$ cat src/rtl/vga_sync_gen.sv
// VGA timing generator: pixel/line counters with registered sync, blank and
// line/frame start pulses, all advancing only on pixel clock-enable cycles.
module vga_sync_gen #(
  parameter int H_VISIBLE = 640,
  parameter int H_FP      = 16,
  parameter int H_SYNC    = 96,
  parameter int H_BP      = 48,
  parameter int V_VISIBLE = 480,
  parameter int V_FP      = 10,
  parameter int V_SYNC    = 2,
  parameter int V_BP      = 33
) (
  input  logic        clk,
  input  logic        rst,
  input  logic        pix_ce,
  output logic [10:0] hcnt,
  output logic [10:0] vcnt,
  output logic        hsync,
  output logic        vsync,
  output logic        blank,
  output logic        line_start,
  output logic        frame_start
);

  localparam int H_TOTAL = H_VISIBLE + H_FP + H_SYNC + H_BP;
  localparam int V_TOTAL = V_VISIBLE + V_FP + V_SYNC + V_BP;

  localparam logic [10:0] H_LAST     = 11'(H_TOTAL - 1);
  localparam logic [10:0] V_LAST     = 11'(V_TOTAL - 1);
  localparam logic [10:0] H_VIS      = 11'(H_VISIBLE);
  localparam logic [10:0] V_VIS      = 11'(V_VISIBLE);
  localparam logic [10:0] HS_START   = 11'(H_VISIBLE + H_FP);
  localparam logic [10:0] HS_END     = 11'(H_VISIBLE + H_FP + H_SYNC);
  localparam logic [10:0] VS_START   = 11'(V_VISIBLE + V_FP);
  localparam logic [10:0] VS_END     = 11'(V_VISIBLE + V_FP + V_SYNC);

  logic [10:0] r_hcnt;
  logic [10:0] r_vcnt;
  logic        r_hsync;
  logic        r_vsync;
  logic        r_blank;
  logic        r_lineStart;
  logic        r_frameStart;

  logic        w_hLast;
  logic        w_vLast;
  logic [10:0] w_hNext;
  logic [10:0] w_vNext;

  // Wrap on ">=" so a counter can never escape its range, even from a bad state.
  assign w_hLast = (r_hcnt >= H_LAST);
  assign w_vLast = (r_vcnt >= V_LAST);

  always_comb begin
    w_hNext = w_hLast ? 11'd0 : r_hcnt + 11'd1;
    w_vNext = r_vcnt;
    if (w_hLast) begin
      w_vNext = w_vLast ? 11'd0 : r_vcnt + 11'd1;
    end
  end

  // Sync and blank are derived from the next counter values so they land
  // in the same cycle as the count they describe.
  always_ff @(posedge clk) begin
    if (rst) begin
      r_hcnt       <= 11'd0;
      r_vcnt       <= 11'd0;
      r_hsync      <= 1'b1;
      r_vsync      <= 1'b1;
      r_blank      <= 1'b0;
      r_lineStart  <= 1'b0;
      r_frameStart <= 1'b0;
    end else begin
      r_lineStart  <= 1'b0;
      r_frameStart <= 1'b0;
      if (pix_ce) begin
        r_hcnt       <= w_hNext;
        r_vcnt       <= w_vNext;
        r_hsync      <= !((w_hNext >= HS_START) && (w_hNext < HS_END));
        r_vsync      <= !((w_vNext >= VS_START) && (w_vNext < VS_END));
        r_blank      <= (w_hNext >= H_VIS) || (w_vNext >= V_VIS);
        r_lineStart  <= w_hLast;
        r_frameStart <= w_hLast && w_vLast;
      end
    end
  end

  assign hcnt        = r_hcnt;
  assign vcnt        = r_vcnt;
  assign hsync       = r_hsync;
  assign vsync       = r_vsync;
  assign blank       = r_blank;
  assign line_start  = r_lineStart;
  assign frame_start = r_frameStart;

endmodule

$ cat config.mk
export PLATFORM = sky130hd
export DESIGN_NAME = vga_sync_gen
export DESIGN_NICKNAME = d
export VERILOG_FILES = /design/src/rtl/vga_sync_gen.sv
export SDC_FILE = /design/constraint.sdc
export NUM_CORES = 1
export LEC_CHECK = 0
export BUFFER_PORTS_ARGS = -buffer_cell sky130_fd_sc_hd__buf_2
export CORE_UTILIZATION = 50
export CTS_CLUSTER_DIAMETER = 60
export DETAILED_ROUTE_END_ITERATION = 12
export PLACE_DENSITY_LB_ADDON = 0.3
export SLEW_MARGIN = 20
export SYNTH_ARGS = -nofsm -noshare
export SYNTH_HDL_FRONTEND = slang
export SYNTH_SLANG_ARGS = --single-unit
$ cat constraint.sdc
create_clock -name clk -period 1.9 [get_ports clk]
set_input_delay 0.19 -clock clk [delete_from_list [all_inputs] [get_ports clk]]
set_output_delay 0.19 -clock clk [all_outputs]
set_load 0.02 [all_outputs]
==> results.toml, run 1 <==
[cells_and_area]
diodes = 0
nFillCells = 261
nets = 281
multiInputGateArea_um2 = 1190
synthToLayoutAreaGrowth_pct = 31.7
drive_above_1_share_pct = 36.9
regArea_um2 = 567
final_util_pct = 72.1

[clocking]
clock_latency_ns = 0.34
root_buffer = "clkbuf_4"
htree_levels = 1
clockBufferDepth = 2
cts_tree = "built"
clk_pin_slew_ns = 0.15
cts_hold_buffers = 0
clock_sinks = 27
numCtsBuffers = 3

[synthesis]
synth.distinct_cells = 51
synth_ff_type = "dfxtp_1"
synth_top_area_share_pct = 31.3
synth_cells = 222
yosys_warnings = 0
yosysTopAreaCell = "dfxtp_1"
yosysSeqAreaShare_pct = 31.3
ys_top_cells_by_area = "dfxtp_1, nor2_1, a21oi_1"
syn_area_um2 = 1730
syn-num-nets = 228
synth_edf_count = 0
synth_common_cells = "nor2_1, dfxtp_1, nand2_1"
avgSynthCellArea_um2 = 7.77
synth_most_common_cell = "nor2_1"
synthArstFlopShare_pct = 0
synth-seq-cells = 27

[sta]
finClkSkew_ns = 0.00107
max_slew_margin_pct = 61.8
rsz0062_at_grt = "true"
drv_slew = 0
final.min_clock_period_ns = 1.89
fin_crit_sh_pct = 99.4
tightest_slew_ns = 0.573
hold_violations = 0
max_freq_mhz = 530
setup_violations = 0

[worst_setup_path]
critPathKind = "reg -> reg"
cp_max_fo = 2
worstSetupStartpointType = "register"
cp.required_ns = 2.13
cp-end-kind = "register"
ff2ff_path_depth = 7
cp.arrival_ns = 2.12

[global_routing]
grt_overflow = 0
grt_first_pass_wirelength_mm = 7.19
grtUsageTotal_pct = 25.7
antenna_found_initial = 0
grt_pass1_vias = 1591
grt_max_degree = 29

[floorplanning]
coreArea_um2 = 3150
initial_core_util_pct = 54.7
ioPinCount = 30
rows = 20
die_h_um = 60.7
dieArea_um2 = 3690
dieWidth_um = 60.7

[routing]
dr_total_vias = 1918
ant_nets = 0
viasPerCell = 6.03
post_drt_wl_per_cell_um = 15.1
wirelength_mm = 4.80
firstDrtPassIters = 4
post-route-drc-count = 0
first_iter_violations = 213

[run_status]
status = "complete, no violations"

[power_and_ir_drop]
ir_drop_mv = 0.436
p_total_mw = 0.902
power.leakage_nw = 0.906
power.density_nw_per_um2 = 397

[placement]
globalplace.congestion = 0.877
io_buffers = 29
place_hpwl_mm = 3.24

[hold_path]
hold_depth = 3
hold_path.class = "in -> reg"

[run]
maxCapViolations = 0
[cells by family (layout without fill, tap and decap cells)]
| group | count (synthesis) | after routing | synth area share [%] |
|---|---|---|---|
| and+or+nand+nor | 103 | 103 | 32.6 |
| AOI/OAI and AO/OA | 62 | 62 | 24.2 |
| DFF | 27 | 27 | 31.3 |
| buffers and inverters | 21 | 73 | 6.16 |
| adders and majority gates | 3 | 3 | 2.18 |
| xor gates and xnor gates | 3 | 3 | 1.52 |
| muxes | 3 | 3 | 2.03 |
[routing by layer]
layer	GRT usage, %	share of wire (%)
met4	7.79	1.4
met3	4.90	6.8
met2	43.0	49
met5	0	0
met1	33.6	43
[through the flow]
| stage | setup WS, ns | hold slack (ns) | TNS [ns] | area, µm² | instances |
|---|---|---|---|---|---|
| 3_3_place_gp | -0.0259 | 0.473 | -0.0304 | 2110 | 306 |
| 6_report | 0.0118 | 0.268 | 0 | 2270 | 318 |
| 3_5_place_dp | -0.0396 | 0.486 | -0.0592 | 2110 | 306 |
| 2_1_floorplan | 0.000722 | 0.519 | 0 | 1800 | 222 |
| 5_1_grt | -0.0868 | 0.278 | -0.103 | 2270 | 318 |
| 4_1_cts | 0.00368 | 0.272 | 0 | 2160 | 313 |
[power by group]
part / switching (mW) / internal (mW)
Sequential: 0.00646 / 0.566
Combinational: 0.0403 / 0.0240
Clock: 0.182 / 0.0827
Total: 0.229 / 0.673
[layout make-up]
class	count	area share (%)
sequential	27	24.9
multi-input combinational	174	52.5
inverter	4	0.661
clock buffer	4	1.16
timing repair buffer	65	18.3
tap	44	2.42
[critical path: stages (launching register included)]
cell and delay (ns):
dfxtp_4 0.39, ha_4 0.13, and4_4 0.22, nor4b_4 0.25
nand3_2 0.13, a2111oi_4 0.33, o32a_1 0.24, a31oi_1 0.09
[flip-flops by register name, summed over array words and instances, names as in the netlist]
name and count:
hsync 1, frame_start 1, blank 1, vsync 1
vcnt 11, line_start 1, hcnt 11
[final timing paths]
check	start	to	slack [ns]
max	vcnt[0]$_SDFFE_PP0P_	vsync$_SDFFE_PP1P_	0.01
min	pix_ce	hcnt[10]$_SDFFE_PP0P_	0.27
max reg2reg	vcnt[0]$_SDFFE_PP0P_	vsync$_SDFFE_PP1P_	0.01
min reg2reg	hsync$_SDFFE_PP1P_	hsync$_SDFFE_PP1P_	0.51
[timing repair]
action,in CTS,in global routing
cloned,0,0
pin swaps,2,5
buffers inserted,3,5
hold endpoints to repair,0,0
endpoints found under the setup margin,2,8
gates resized for setup,2,13
[placed cells by master (no fill, tap or decap), types with 4 or more instances in the layout]
cell,count
dfxtp_4,5
dfxtp_1,16
a22oi_1,6
buf_2,29
inv_1,4
nand2_1,19
nor2_1,30
dfxtp_2,6
nand4_1,5
buf_4,36
nand3b_1,4
nand3_1,9
and3_1,4
nor3_1,8
o21ai_0,14
a21oi_1,15
Note: power is estimated with default switching activity, not from simulation.
==> run 2, diff against run 1 <==
--- a/config.mk
+++ b/config.mk
@@ -9,6 +9,7 @@
 export CORE_UTILIZATION = 50
 export CTS_CLUSTER_DIAMETER = 60
 export DETAILED_ROUTE_END_ITERATION = 12
+export MAX_ROUTING_LAYER = met4
 export PLACE_DENSITY_LB_ADDON = 0.3
 export SLEW_MARGIN = 20
 export SYNTH_ARGS = -nofsm -noshare
==> run 2 against run 1 <==
Compared with the run above:
- cell count decreased by 0.31%
- die area stayed put
- fmax is 0.18% lower
- global-route usage up 1.7 points
==> results.toml, run 2 (synthesis gave the netlist of run 1 again) <==
[run_status]
status = "complete, no violations"

[global_routing]
grtUsageTotal_pct = 27.4
grt_pass1_vias = 1572
antenna_found_initial = 0
grt_first_pass_wirelength_mm = 7.33
grt_max_degree = 29
grt_overflow = 0

[sta]
setup_tns_ns = 0
fin_crit_sh_pct = 99.6
hold_violations = 0
final.min_clock_period_ns = 1.89
finClkSkew_ns = 0.00655
max_slew_margin_pct = 63.2
max_freq_mhz = 529
setup_violations = 0
tightest_slew_ns = 0.553
drv_slew = 0

[worst_setup_path]
startpoint = "vcnt[7]$_SDFFE_PP0P_"
cp.arrival_ns = 2.13
cp_max_fo = 3
r2r-end = "vsync$_SDFFE_PP1P_"
worstPathCellList = "nor4_4 > a21oi_1 > nor4_1 > mux2i_1 > a2111oi_4 > a31oi_1"
critPathKind = "reg -> reg"
critical_path.endpoint = "vsync$_SDFFE_PP1P_"
r2r_start = "vcnt[7]$_SDFFE_PP0P_"
cp-end-kind = "register"
cp_slowest_cell = "dfxtp_2"
cpPeakStageDelay_ns = 0.38
cp.required_ns = 2.14
ff2ff_path_depth = 6
worstSetupStartpointType = "register"
r2r_slack_ns = 0.008

[floorplanning]
die_h_um = 60.7
coreArea_um2 = 3150
ioPinCount = 30
dieWidth_um = 60.7
rows = 20
dieArea_um2 = 3690
initial_core_util_pct = 54.7

[routing]
dr.max_layer_used = "met4"
dr_total_vias = 1923
wl_met1_mm = 2.13
routed-wl-met3_um = 260
firstDrtPassIters = 5
post-route-drc-count = 0
ant_nets = 0
post_drt_wl_per_cell_um = 15.1
viasPerCell = 6.07
wl_met2_mm = 2.23
first_iter_violations = 114
wirelength_mm = 4.79

[cells_and_area]
drive_above_1_share_pct = 37.7
final_cell_mix = "buf_4, nor2_1, buf_2"
nFillCells = 289
diodes = 0
regArea_um2 = 571
nets = 280
multiInputGateArea_um2 = 1190
design_area_um2 = 2270
synthToLayoutAreaGrowth_pct = 31.4
mostFrequentLayoutCell = "buf_4"

[clocking]
numCtsBuffers = 3
clock_latency_ns = 0.34
clockBufferDepth = 2
root_buffer = "clkbuf_4"
clock_sinks = 27
clk_pin_slew_ns = 0.15
cts_tree = "built"
htree_levels = 1

[placement]
place_hpwl_mm = 3.23
dpl_cell_area_um2 = 2110
globalplace.congestion = 0.890
io_buffers = 29

[power_and_ir_drop]
power.leakage_nw = 0.904
power.density_nw_per_um2 = 399
ir_drop_mv = 0.255

[hold_path]
hold_depth = 3
hold_path.class = "in -> reg"

[run]
maxCapViolations = 0
[run 2: worst min-delay path by stage]
stage | from | to
floorplan | vcnt[3]$_SDFFE_PP0P_ | vcnt[3]
global placement | hsync$_SDFFE_PP1P_ | hsync$_SDFFE_PP1P_
detailed placement | hsync$_SDFFE_PP1P_ | hsync$_SDFFE_PP1P_
CTS | pix_ce | hcnt[10]$_SDFFE_PP0P_
global route | pix_ce | hcnt[10]$_SDFFE_PP0P_
finish | pix_ce | hcnt[10]$_SDFFE_PP0P_
[run 2: metrics by stage]
| step | std cells | hold slack (ns) | util, % | power, mW | setup WS, ns |
|---|---|---|---|---|---|
| after detailed placement | 306 | 0.498 | 66.9 | 0.641 | -0.0290 |
| after global placement | 306 | 0.473 | 66.9 | 0.640 | 0.00335 |
| after floorplan | 222 | 0.519 | - | 0.626 | 0.000722 |
| after global routing | 317 | 0.286 | 71.9 | 0.940 | -0.0892 |
| final | 317 | 0.271 | 71.9 | 0.904 | 0.00837 |
| after CTS | 312 | 0.272 | 68.5 | 0.906 | 0.00747 |
[run 2: critical path: cells and delay by family, from the launching register on]
family          cells  cell delay, ns
simple gates        2            0.61
compound gates      3            0.61
flops               1            0.38
mux                 1            0.18
[run 2: layer usage]
layer | global-route usage, % | up-vias
met3 | 3.41 | 26
met2 | 44.1 | 82
met1 | 35.6 | 901
li1 | - | 914
met4 | 8.77 | 0
met5 | - | -
[run 2: final cells by class]
cell class / count / share of cell area (%)
multi-input cells: 174 / 52.5
flip-flops and latches: 27 / 25.2
repair buffers: 64 / 18.0
well taps: 44 / 2.43
clock buffers: 3 / 0.993
inverters: 4 / 0.662
clock inverters: 1 / 0.276
[run 2: what timing repair did]
action | in CTS | in global routing
hold endpoints to repair | 0 | 0
hold buffers | 0 | 0
setup endpoints to repair | 3 | 8
resized for setup | 2 | 15
setup buffers | 2 | 5
pin swaps | 1 | 10
[run 2: where the power goes]
group / switching (mW) / internal (mW) / leakage, nW
Combinational: 0.0402 / 0.0239 / 0.660
Sequential: 0.00756 / 0.566 / 0.226
Clock: 0.183 / 0.0825 / 0.0183
Total: 0.231 / 0.673 / 0.904
==> run 3, diff against run 2 <==
--- a/config.mk
+++ b/config.mk
@@ -11,6 +11,7 @@
 export DETAILED_ROUTE_END_ITERATION = 12
 export MAX_ROUTING_LAYER = met4
 export PLACE_DENSITY_LB_ADDON = 0.3
+export SETUP_SLACK_MARGIN = 0.1
 export SLEW_MARGIN = 20
 export SYNTH_ARGS = -nofsm -noshare
 export SYNTH_HDL_FRONTEND = slang
==> run 3 against run 2 <==
Compared with the run above:
- clock skew is 0.0035 ns lower
- critical path type unchanged
- cell count is 1.3% higher
- via count is 1.8% lower
- non-clock buffer count is 4 higher
- largest power group unchanged
==> results.toml, run 3 (synthesis gave the netlist of run 1 again) <==
[cells_and_area]
final_cell_mix = "buf_4, buf_2, nor2_1"
drive_above_1_share_pct = 39.7
nets = 284
synthToLayoutAreaGrowth_pct = 35.0
multiInputGateArea_um2 = 1200
regArea_um2 = 581
nFillCells = 250
mostFrequentLayoutCell = "buf_4"
design_area_um2 = 2330
diodes = 0
final_util_pct = 73.8

[power_and_ir_drop]
p_total_mw = 0.906
power.leakage_nw = 0.950
power.density_nw_per_um2 = 389
ir_drop_mv = 0.364

[floorplanning]
dieArea_um2 = 3690
die_h_um = 60.7
rows = 20
dieWidth_um = 60.7
ioPinCount = 30
initial_core_util_pct = 54.7
coreArea_um2 = 3150

[sta]
hold_violations = 0
drv_slew = 0
tightest_slew_ns = 0.553
rsz0062_at_grt = "true"
max_freq_mhz = 532
setup_violations = 0
final.min_clock_period_ns = 1.88
max_slew_margin_pct = 63.1
finClkSkew_ns = 0.00309
fin_crit_sh_pct = 99.0

[routing]
viasPerCell = 5.88
dr.max_layer_used = "met4"
post_drt_wl_per_cell_um = 15.4
wl_met1_mm = 2.14
post-route-drc-count = 0
routed-wl-met3_um = 205
ant_nets = 0
first_iter_violations = 131
wirelength_mm = 4.93
dr_total_vias = 1889
firstDrtPassIters = 4
wl_met2_mm = 2.51

[global_routing]
grt_overflow = 0
grt_first_pass_wirelength_mm = 7.49
grt_pass1_vias = 1611
grtUsageTotal_pct = 27.9
antenna_found_initial = 0
grt_max_degree = 29

[clocking]
cts_tree = "built"
clock_sinks = 27
htree_levels = 1
clock_latency_ns = 0.34
numCtsBuffers = 3
clockBufferDepth = 2
clk_pin_slew_ns = 0.15
root_buffer = "clkbuf_4"

[placement]
io_buffers = 29
place_hpwl_mm = 3.20
dpl_cell_area_um2 = 2080
globalplace.congestion = 0.934

[worst_setup_path]
worstSetupStartpointType = "register"
cp.required_ns = 2.13
cp.arrival_ns = 2.11
worstPathCellList = "ha_4 > buf_4 > and3_1 > nor2_1 > nand3_1 > a21o_1 > a2111oi_4 > a31oi_1"
cp_slowest_cell = "dfxtp_4"
cp-end-kind = "register"
critPathKind = "reg -> reg"
cpPeakStageDelay_ns = 0.38
cp_max_fo = 5

[hold_path]
hold_path.class = "in -> reg"

[run]
maxCapViolations = 0

[run_status]
status = "complete, no violations"
[run 3: critical path: cells and delay by family, from the launching register on]
| kind | cells | cell delay, ns |
|---|---|---|
| adders and majority gates | 1 | 0.16 |
| AOI/OAI and AO/OA | 3 | 0.61 |
| and+or+nand+nor | 3 | 0.48 |
| buffers and inverters | 1 | 0.14 |
| DFF | 1 | 0.38 |
[run 3: report_power, final]
part	total [mW]	leakage (nW)	switching, mW	internal, mW
clock network	0.267	0.0150	0.185	0.0827
logic	0.0711	0.707	0.0415	0.0296
registers	0.567	0.228	0.00636	0.561
total	0.906	0.950	0.232	0.673
[run 3: per-layer routing]
layer	vias to the layer above	GRT usage, %
met5	-	-
met4	0	9.42
met3	8	3.41
met2	60	44.9
met1	888	36.1
li1	933	-
[run 3: path summary, 6_finish.rpt]
path / start / to / slack (ns) / depth (start not counted)
max: vcnt[0]$_SDFFE_PP0P_ / vsync$_SDFFE_PP1P_ / 0.02 / 8
min: pix_ce / hcnt[10]$_SDFFE_PP0P_ / 0.27 / 3
max reg2reg: vcnt[0]$_SDFFE_PP0P_ / vsync$_SDFFE_PP1P_ / 0.02 / 8
min reg2reg: hsync$_SDFFE_PP1P_ / hsync$_SDFFE_PP1P_ / 0.52 / 2
[run 3: metrics by stage]
| stage | setup slack, ns | cells | setup TNS, ns | hold WS (ns) |
|---|---|---|---|---|
| detailed placement | 0.0156 | 297 | 0 | 0.500 |
| global placement | 0.0362 | 297 | 0 | 0.491 |
| global route | -0.0724 | 321 | -0.0986 | 0.281 |
| floorplan | 0.0316 | 222 | 0 | 0.519 |
| finish | 0.0195 | 321 | 0 | 0.270 |
| CTS | 0.0916 | 311 | 0 | 0.251 |
[run 3: area by class of cell]
cell class	count	area share (%)
sequential	27	24.9
inverter	4	0.645
timing repair buffer	68	19.5
tap	44	2.36
multi-input combinational	174	51.4
clock buffer	4	1.13
[run 3: repair_timing]
action | CTS | global route
setup buffers | 10 | 9
resized for setup | 7 | 17
setup endpoints to repair | 9 | 17
gates cloned | 0 | 1
pin swaps | 4 | 8
hold buffers | 0 | 0
